$ cat src/rtl/ex_mc.sv
// Execute stage: logic/shift/add/sub/slt are combinational; DIV/DIVU run a radix-2 restoring loop (DATA_W+1 stall cycles, then one HI/LO write cycle).
// Holds the pipeline through stallreq_o while dividing; flush_i or rst abandons a divide with no HI/LO write.
module ex_mc #(
  parameter int DATA_W    = 32,
  parameter int REGADDR_W = 5
) (
  input  logic                 clk,
  input  logic                 rst,
  input  logic [3:0]           aluOp_i,
  input  logic [DATA_W-1:0]    reg1_i,
  input  logic [DATA_W-1:0]    reg2_i,
  input  logic [REGADDR_W-1:0] wd_i,
  input  logic                 wreg_i,
  input  logic                 flush_i,
  output logic [REGADDR_W-1:0] wd_o,
  output logic                 wreg_o,
  output logic [DATA_W-1:0]    wdata_o,
  output logic                 whilo_o,
  output logic [DATA_W-1:0]    hi_o,
  output logic [DATA_W-1:0]    lo_o,
  output logic                 stallreq_o
);

  localparam int SH_W  = $clog2(DATA_W);
  localparam int CNT_W = SH_W + 1;

  localparam logic [3:0] OP_NOP  = 4'd0;
  localparam logic [3:0] OP_AND  = 4'd1;
  localparam logic [3:0] OP_OR   = 4'd2;
  localparam logic [3:0] OP_XOR  = 4'd3;
  localparam logic [3:0] OP_NOR  = 4'd4;
  localparam logic [3:0] OP_SLL  = 4'd5;
  localparam logic [3:0] OP_SRL  = 4'd6;
  localparam logic [3:0] OP_SRA  = 4'd7;
  localparam logic [3:0] OP_ADD  = 4'd8;
  localparam logic [3:0] OP_SUB  = 4'd9;
  localparam logic [3:0] OP_SLT  = 4'd10;
  localparam logic [3:0] OP_SLTU = 4'd11;
  localparam logic [3:0] OP_DIV  = 4'd12;
  localparam logic [3:0] OP_DIVU = 4'd13;

  typedef enum logic [1:0] {IDLE, BUSY, DONE} state_t;

  // quo starts as the dividend magnitude and fills with quotient bits as it shifts out
  typedef struct packed {
    logic [DATA_W-1:0] quo;
    logic [DATA_W-1:0] rem;
    logic [DATA_W-1:0] dvs;
    logic              qneg;
    logic              rneg;
  } div_st_t;

  state_t             state_q, state_d;
  logic [CNT_W-1:0]   cnt_q, cnt_d;
  div_st_t            div_q, div_d;

  logic               is_div;
  logic               a_neg, b_neg;
  logic [DATA_W-1:0]  a_mag, b_mag;
  logic [SH_W-1:0]    sh;
  logic [DATA_W-1:0]  alu_res;
  logic [DATA_W:0]    trial, diff;

  assign is_div = (aluOp_i == OP_DIV) || (aluOp_i == OP_DIVU);
  assign a_neg  = (aluOp_i == OP_DIV) && reg1_i[DATA_W-1];
  assign b_neg  = (aluOp_i == OP_DIV) && reg2_i[DATA_W-1];
  assign a_mag  = a_neg ? -reg1_i : reg1_i;
  assign b_mag  = b_neg ? -reg2_i : reg2_i;
  assign sh     = reg1_i[SH_W-1:0];

  // Remainder stays below the divisor, so a non-negative diff always fits in DATA_W bits.
  assign trial  = {div_q.rem, div_q.quo[DATA_W-1]};
  assign diff   = trial - {1'b0, div_q.dvs};

  always_comb begin
    alu_res = '0;
    case (aluOp_i)
      OP_NOP:  alu_res = '0;
      OP_AND:  alu_res = reg1_i & reg2_i;
      OP_OR:   alu_res = reg1_i | reg2_i;
      OP_XOR:  alu_res = reg1_i ^ reg2_i;
      OP_NOR:  alu_res = ~(reg1_i | reg2_i);
      OP_SLL:  alu_res = reg2_i << sh;
      OP_SRL:  alu_res = reg2_i >> sh;
      OP_SRA:  alu_res = DATA_W'($signed(reg2_i) >>> sh);
      OP_ADD:  alu_res = reg1_i + reg2_i;
      OP_SUB:  alu_res = reg1_i - reg2_i;
      OP_SLT:  alu_res = {{(DATA_W-1){1'b0}}, ($signed(reg1_i) < $signed(reg2_i))};
      OP_SLTU: alu_res = {{(DATA_W-1){1'b0}}, (reg1_i < reg2_i)};
      default: alu_res = '0;
    endcase
  end

  always_comb begin
    state_d = state_q;
    cnt_d   = cnt_q;
    div_d   = div_q;
    case (state_q)
      IDLE: begin
        if (is_div && !flush_i) begin
          if (reg2_i == '0) begin
            state_d    = DONE;
            div_d.quo  = '1;
            div_d.rem  = reg1_i;
            div_d.qneg = 1'b0;
            div_d.rneg = 1'b0;
          end else begin
            state_d    = BUSY;
            div_d.quo  = a_mag;
            div_d.rem  = '0;
            div_d.dvs  = b_mag;
            div_d.qneg = a_neg ^ b_neg;
            div_d.rneg = a_neg;
            cnt_d      = '0;
          end
        end
      end
      BUSY: begin
        if (flush_i) begin
          state_d = IDLE;
        end else begin
          if (!diff[DATA_W]) begin
            div_d.rem = diff[DATA_W-1:0];
            div_d.quo = {div_q.quo[DATA_W-2:0], 1'b1};
          end else begin
            div_d.rem = trial[DATA_W-1:0];
            div_d.quo = {div_q.quo[DATA_W-2:0], 1'b0};
          end
          cnt_d = cnt_q + CNT_W'(1);
          if (cnt_q == CNT_W'(DATA_W - 1)) state_d = DONE;
        end
      end
      DONE:    state_d = IDLE;
      default: state_d = IDLE;
    endcase
  end

  always_ff @(posedge clk) begin
    if (rst) begin
      state_q <= IDLE;
      cnt_q   <= '0;
      div_q   <= '0;
    end else begin
      state_q <= state_d;
      cnt_q   <= cnt_d;
      div_q   <= div_d;
    end
  end

  always_comb begin
    wd_o       = wd_i;
    wreg_o     = wreg_i && !is_div;
    wdata_o    = is_div ? '0 : alu_res;
    stallreq_o = 1'b0;
    whilo_o    = 1'b0;
    hi_o       = '0;
    lo_o       = '0;
    case (state_q)
      IDLE: stallreq_o = is_div && !flush_i;
      BUSY: stallreq_o = !flush_i;
      DONE: begin
        if (!flush_i) begin
          whilo_o = 1'b1;
          lo_o    = div_q.qneg ? -div_q.quo : div_q.quo;
          hi_o    = div_q.rneg ? -div_q.rem : div_q.rem;
        end
      end
      default: stallreq_o = 1'b0;
    endcase
    if (rst) begin
      wd_o       = '0;
      wreg_o     = 1'b0;
      wdata_o    = '0;
      stallreq_o = 1'b0;
      whilo_o    = 1'b0;
      hi_o       = '0;
      lo_o       = '0;
    end
  end

endmodule

$ cat config.mk
export PLATFORM = sky130hd
export DESIGN_NAME = ex_mc
export DESIGN_NICKNAME = d
export VERILOG_FILES = /design/src/rtl/ex_mc.sv
export SDC_FILE = /design/constraint.sdc
export NUM_CORES = 1
export LEC_CHECK = 0
export BUFFER_PORTS_ARGS = -buffer_cell sky130_fd_sc_hd__buf_2
export CELL_PAD_IN_SITES_DETAIL_PLACEMENT = 1
export CELL_PAD_IN_SITES_GLOBAL_PLACEMENT = 1
export CORE_UTILIZATION = 30
export DETAILED_ROUTE_END_ITERATION = 10
export PLACE_DENSITY = 0.66
export SLEW_MARGIN = 20
export SYNTH_ARGS = -nofsm -noshare
export SYNTH_HDL_FRONTEND = slang
export SYNTH_SLANG_ARGS = --single-unit
$ cat constraint.sdc
create_clock -name clk -period 12.1 [get_ports clk]
set_clock_uncertainty 0.05 [all_clocks]
set_input_delay 3.63 -clock clk [delete_from_list [all_inputs] [get_ports clk]]
set_output_delay 3.63 -clock clk [all_outputs]
set_load 0.05 [all_outputs]
After elaboration in Yosys (flattened, before gate mapping). Cells that the tools add are included.

Output and inout bits: 104. Word-level logic and storage cells: 97. Input bits: 77. Bits in registers: 106.

Add/sub/neg operators: 8. Reduce and logical (&&, ||, !) cells: 15. Mux-type cells: 36. Equal/unequal tests: 20. Bitwise gates (word level): 6. Shifts and indexed selects: 3. $lt $le $gt $ge: 2.

Operator list (count): 2-to-1 mux 32 bit (13); case mux 32 bit (11 select lines) (1); 2-to-1 mux 64 bit (2); negation 32 bit (4); case mux 64 bit (2 select lines) (1); 2-to-1 mux 98 bit (1); less-than comparator 32 bit (2); 2-to-1 mux 33 bit (1); subtractor 33 x 32 -> 33 bit (1); adder 32 bit (1); AND 32 bit (1); zero test 32 bit (1); inverter 32 bit (1); bitwise OR 32 bit (1); left shift 32 x 5 -> 32 bit (1); >> shifter 32 x 5 -> 32 bit (1); >>> shifter 32 x 5 -> 32 bit (1); subtractor 32 bit (1); XOR 32 bit (1); equality test 4 bit, second input constant (6); 2-to-1 mux 6 bit (3); equality test 4 x 3 -> 1 bit, second input constant (4); case mux 6 bit (2 select lines) (1); 2-to-1 mux 2 bit (5); 22 further kinds (35).

Logic depth before layout (Yosys ltp).
Depth in word-level cells: 6. Depth in mapped cells: 17. Gate-level depth less buffers: 14.

Worst setup path after synthesis. OpenSTA, ideal clock, no wires.

Path kind: input-to-output. Start: in reg1_i[2]. End: out wdata_o[21]. Data required time: 8420 ps. Setup slack: 81 ps. Stages on the path: 15. Data arrival time: 8339 ps. Buffers on the path: 5. Cell sequence: clkbuf_1 > inv_1 > buf_2 > buf_1 > clkbuf_1 > ha_1 > clkbuf_1 > and3_1 > a211o_1 > a32oi_1 > nor2_1 > o41ai_1 > a31oi_1 > o2111a_1 > a311oi_1.

Cells in the longest elaborated chain, start to end: 4. Elaborated cells on any way between the ends: 8. Classes of those cells: 2 x add/sub; 3 x shift; 3 x mux.

RTL lines: start: declaration (line 10) `input logic [DATA_W-1:0] reg1_i,`; subtractor 32 bit, or another cell as far along (line 87) `OP_SUB: alu_res = reg1_i - reg2_i;`; case mux 32 bit (11 select lines) (*) (line 77) `case (aluOp_i)`; 2-to-1 mux 32 bit (*) (line 153) `wdata_o = is_div ? '0 : alu_res;`; 2-to-1 mux 32 bit (*) (line 170) `if (rst) begin`; end: declaration (line 17) `output logic [DATA_W-1:0] wdata_o,`.

Mark *: on every way between the ends. The rest lies on a longest branch, timed or not.

Worst setup path in the final report.
Start: in reg1_i[0]. End: out wdata_o[0].

Cells in the longest elaborated chain, start to end: 5. Elaborated cells on any way between the ends: 14. Classes of those cells: 2 x add/sub; 2 x order compare; 3 x shift; 3 x mux; 4 x bitwise.

RTL lines (line): parallel branches: the longest is 2 deep, another holds subtractor 32 bit; case mux 32 bit (11 select lines) (*) (77); 2-to-1 mux 32 bit (*) (153); 2-to-1 mux 32 bit (*) (170).

Every way passes the cells marked *.

==> results list <==
- Pwr dens: 81.3 mW/mm^2
- Max-cap violations in this run came to 0.
* Number of buffers created by CTS: 9
* Beginning of the worst register-to-register path: div_q[97]
* TritonCTS Sinks: 106
- Register area: 0.00212 sq mm
* Count of final max-slew check failures: 0
- For the finished layout, the period the worst path requires is 11,370 ps.
- Endpoint of the worst register-to-register path: div_q[41]
* Critical path type: primary input to primary output
- Cell internal power was estimated by the tool at 845 uW.
- The run finished with clean final reports.
- Total setup buffers inserted after CTS: 0
- After clock tree synthesis, the clock-pin slew on the worst setup and hold paths is 80 ps.
* Fraction of the cycle the final worst path needs: 93.9%
* Cell depth of the worst flop-to-flop path: 14
- CTS built an H-tree with a depth of 3.
- Initial antenna violation count: 6
* VDD IR max: 0.0000702 V
* Worst slew slack as a fraction of its limit: 28.1%
- Combined global-route utilization of all metal layers: 29.2%
* Type of destination of the critical path: primary output
- Total gr overflow: 0
- After detailed routing, the total wire length is 90,600 um.
* Data required time of the critical path: 8420 ps
* Switching portion of total power: 47.5%
- Io pins: 181
- CTS placed an instance of sky130_fd_sc_hd__clkbuf_16 at the clock tree root.
* Cell variety after synth: 91
- Number of enable flip-flop cells after synthesis: 0
* Tightest Pin Transition: 1060 ps
- Hold Fails Final Rpt: 0
- Comb power frac: 55.8%
* Num rows: 89
- STA classifies the critical path startpoint as a primary input.
* Beginning of the worst hold path: div_q[32]
* DIE AREA: 0.0608 sq mm
- From left edge to right edge, the die measures 247 um.
* Worst-case register-to-register setup slack: 7310 ps
* Routed Antenna Nets: 0
* Placer Congestion: 0.985
- Post-Syn Instances: 2,589
- Setup violations remaining at the end of the flow were counted as 0.
- Sequential area share after synthesis: 11.8%
- The top cell types in the final layout, fill and taps aside, are sky130_fd_sc_hd__nor2_1, sky130_fd_sc_hd__nand2_1, sky130_fd_sc_hd__a21oi_1.
- Hold repair after CTS inserted 0 buffers.
* Highest clock rate: 88.0 MHz
- Entering global routing, the biggest net connects 87 pins.
- At the end of the flow, the number of nets in the layout was 2,847.
* Number of inserted filler cells in the final layout: 7,467
- Total leakage power: 8.01 nW
- In this run, the clock network consumes 20.1% of the power.
* Mean number of vias per cell: 6.16
* Crit Path Max Fanout: 7
* Fraction of layout instances using a drive strength above 1: 12.5%
- Primary flip-flop cell chosen by synthesis mapping: sky130_fd_sc_hd__dfxtp_1
* Mean instance size in the synthesized netlist: 6.93 sq um
- Placed cell areas: 0.0195 sq mm
- Via total after detailed routing: 21,000
* Post-synthesis sequential element count: 106
- Syn Nets: 2,809
- Setup repair after global routing missed its margin: no
* Hold/Removal Path Class: flip-flop to flip-flop
* Number of search-and-repair iterations in the first detailed-routing pass: 5
- The finished cells cover 0.0198 sq mm.
- The count of buffers added on input and output ports is 180.
- The multi-input combinational cells in the finished layout cover a total of 0.0145 sq mm.
* Psw: 766 uW
- Instance count along the most critical hold path: 2
- In this run, post-CTS repair resized a total of 0 instances.
- Number of warnings printed during yosys synthesis: 0
- In the synthesized netlist the async set-or-reset flop fraction comes to 0%.
- Placeable core region: 0.0590 sq mm
- Later-pin clock latency in the skew report: 380 ps
* Height of the die: 247 um
- Relative to the synthesized area, the layout overhead comes to 10.4%.
- After the first detailed-routing iteration, the DRC count stood at 1,656.
- Clock tree from TritonCTS: yes
- HPWL after detailed placement: 72,000 um
* Initial Util: 30.4%
* Mapped cell area: 0.0179 sq mm
- Part of the power in registers: 24.1%
* Post-route DRC violation count: 0
* Sink of the worst hold path: div_q[32]
* Number of global-route vias before repair: 21,000
- Crit path arrival time: 7690 ps
- Wire length of the first global-routing pass: 135,000 um
- Leaving out fill and tap cells, the most frequent cell in the layout is sky130_fd_sc_hd__nor2_1.
- In the final routed layout, each cell accounts on average for 26.6 um.
- The clock passes through at most 2 buffers.
- Setup TNS after final layout: 0 ps
* Power consumption: 1.61 mW
logic make-up (layout without fill, tap and decap cells):
family / Yosys count / count (layout) / synth area share (%)
DFF: 106 / 106 / 11.8
other: 0 / 2 / 0
buffers and inverters: 345 / 388 / 7.53
muxes: 121 / 121 / 9.09
and+or+nand+nor: 885 / 885 / 22.2
adders and majority gates: 143 / 143 / 10.1
AOI/OAI and AO/OA: 828 / 828 / 31.4
xor gates and xnor gates: 161 / 161 / 7.86
power by group through the flow:
stage | registers (mW) | clock network [mW] | logic, mW
detailed placement | 0.396 | 0 | 0.877
global route | 0.391 | 0.343 | 0.963
CTS | 0.388 | 0.332 | 0.882
global placement | 0.395 | 0 | 0.866
floorplan | 0.387 | 0 | 0.603
finish | 0.388 | 0.324 | 0.899
through the flow:
stage,hold slack [ps],utilization [%],setup WS (ps),instances
after floorplan,382,-,81.4,2589
after global placement,394,33.0,784,3389
after detailed placement,403,33.0,776,3389
after CTS,415,33.5,771,3405
after global routing,451,33.6,533,3406
final,410,33.6,735,3407
synth_stat cells (all sizes together), types with 30 or more instances:
| cell | instances | share of area, % |
|---|---|---|
| inv | 146 | 3.1 |
| a21oi | 196 | 5.5 |
| dfxtp | 106 | 12 |
| o31ai | 32 | 1.4 |
| nand2 | 220 | 4.6 |
| clkbuf | 161 | 3.4 |
| nand3 | 43 | 1.2 |
| mux2 | 35 | 2.2 |
| nor3 | 100 | 2.8 |
| a31oi | 41 | 1.4 |
| ha | 140 | 9.8 |
| nor2 | 359 | 7.5 |
| mux2i | 56 | 3.1 |
| buf | 35 | 1.0 |
| mux4 | 30 | 3.8 |
| xor2 | 61 | 3.0 |
| a221oi | 85 | 4.2 |
| xnor2 | 100 | 4.9 |
| o21ai | 161 | 4.5 |
| a211oi | 74 | 3.1 |
layout make-up:
class / count / area share, %
multi-input cells: 2138 / 73.4
flip-flops and latches: 106 / 10.7
repair buffers: 223 / 6.57
well taps: 773 / 4.88
inverters: 149 / 2.82
clock buffers: 10 / 1.21
clock inverters: 6 / 0.347
diodes: 2 / 0.0253
state kept, by name (all words and copies together), names as in the netlist:
name / count
div_q: 98
cnt_q: 6
state_q: 2
critical path: stages:
cell and delay [ps]:
sky130_fd_sc_hd__buf_4 120, sky130_fd_sc_hd__inv_1 80, sky130_fd_sc_hd__ha_1 320, sky130_fd_sc_hd__inv_1 120, sky130_fd_sc_hd__fa_1 430, sky130_fd_sc_hd__nor2b_1 190, sky130_fd_sc_hd__o211ai_1 230, sky130_fd_sc_hd__and3_1 260
sky130_fd_sc_hd__o21ai_1 120, sky130_fd_sc_hd__a21oi_1 440, sky130_fd_sc_hd__o31ai_1 140, sky130_fd_sc_hd__buf_4 180, sky130_fd_sc_hd__nand2_1 80, sky130_fd_sc_hd__a21oi_1 90, sky130_fd_sc_hd__or4_1 540, sky130_fd_sc_hd__a31oi_1 500
sky130_fd_sc_hd__buf_12 210
layer usage:
layer / GRT usage [%] / routed length, um / up-vias
met1: 39.5 / 40300 / 10500
met4: 10.7 / 3330 / 6
met2: 46.0 / 40200 / 801
met5: 0 / 37 / -
li1: - / - / 9571
met3: 5.22 / 6750 / 143
worst max path at each step:
stage	endpoint	cells past startpoint	from
3_3_place_gp	wdata_o[26]	15	reg1_i[0]
6_report	wdata_o[0]	17	reg1_i[0]
3_5_place_dp	wdata_o[26]	15	reg1_i[0]
2_1_floorplan	wdata_o[21]	15	reg1_i[2]
5_1_grt	wdata_o[26]	15	reg1_i[0]
4_1_cts	wdata_o[26]	15	reg1_i[0]
No activity file was read; power rests on OpenSTA's default activity.
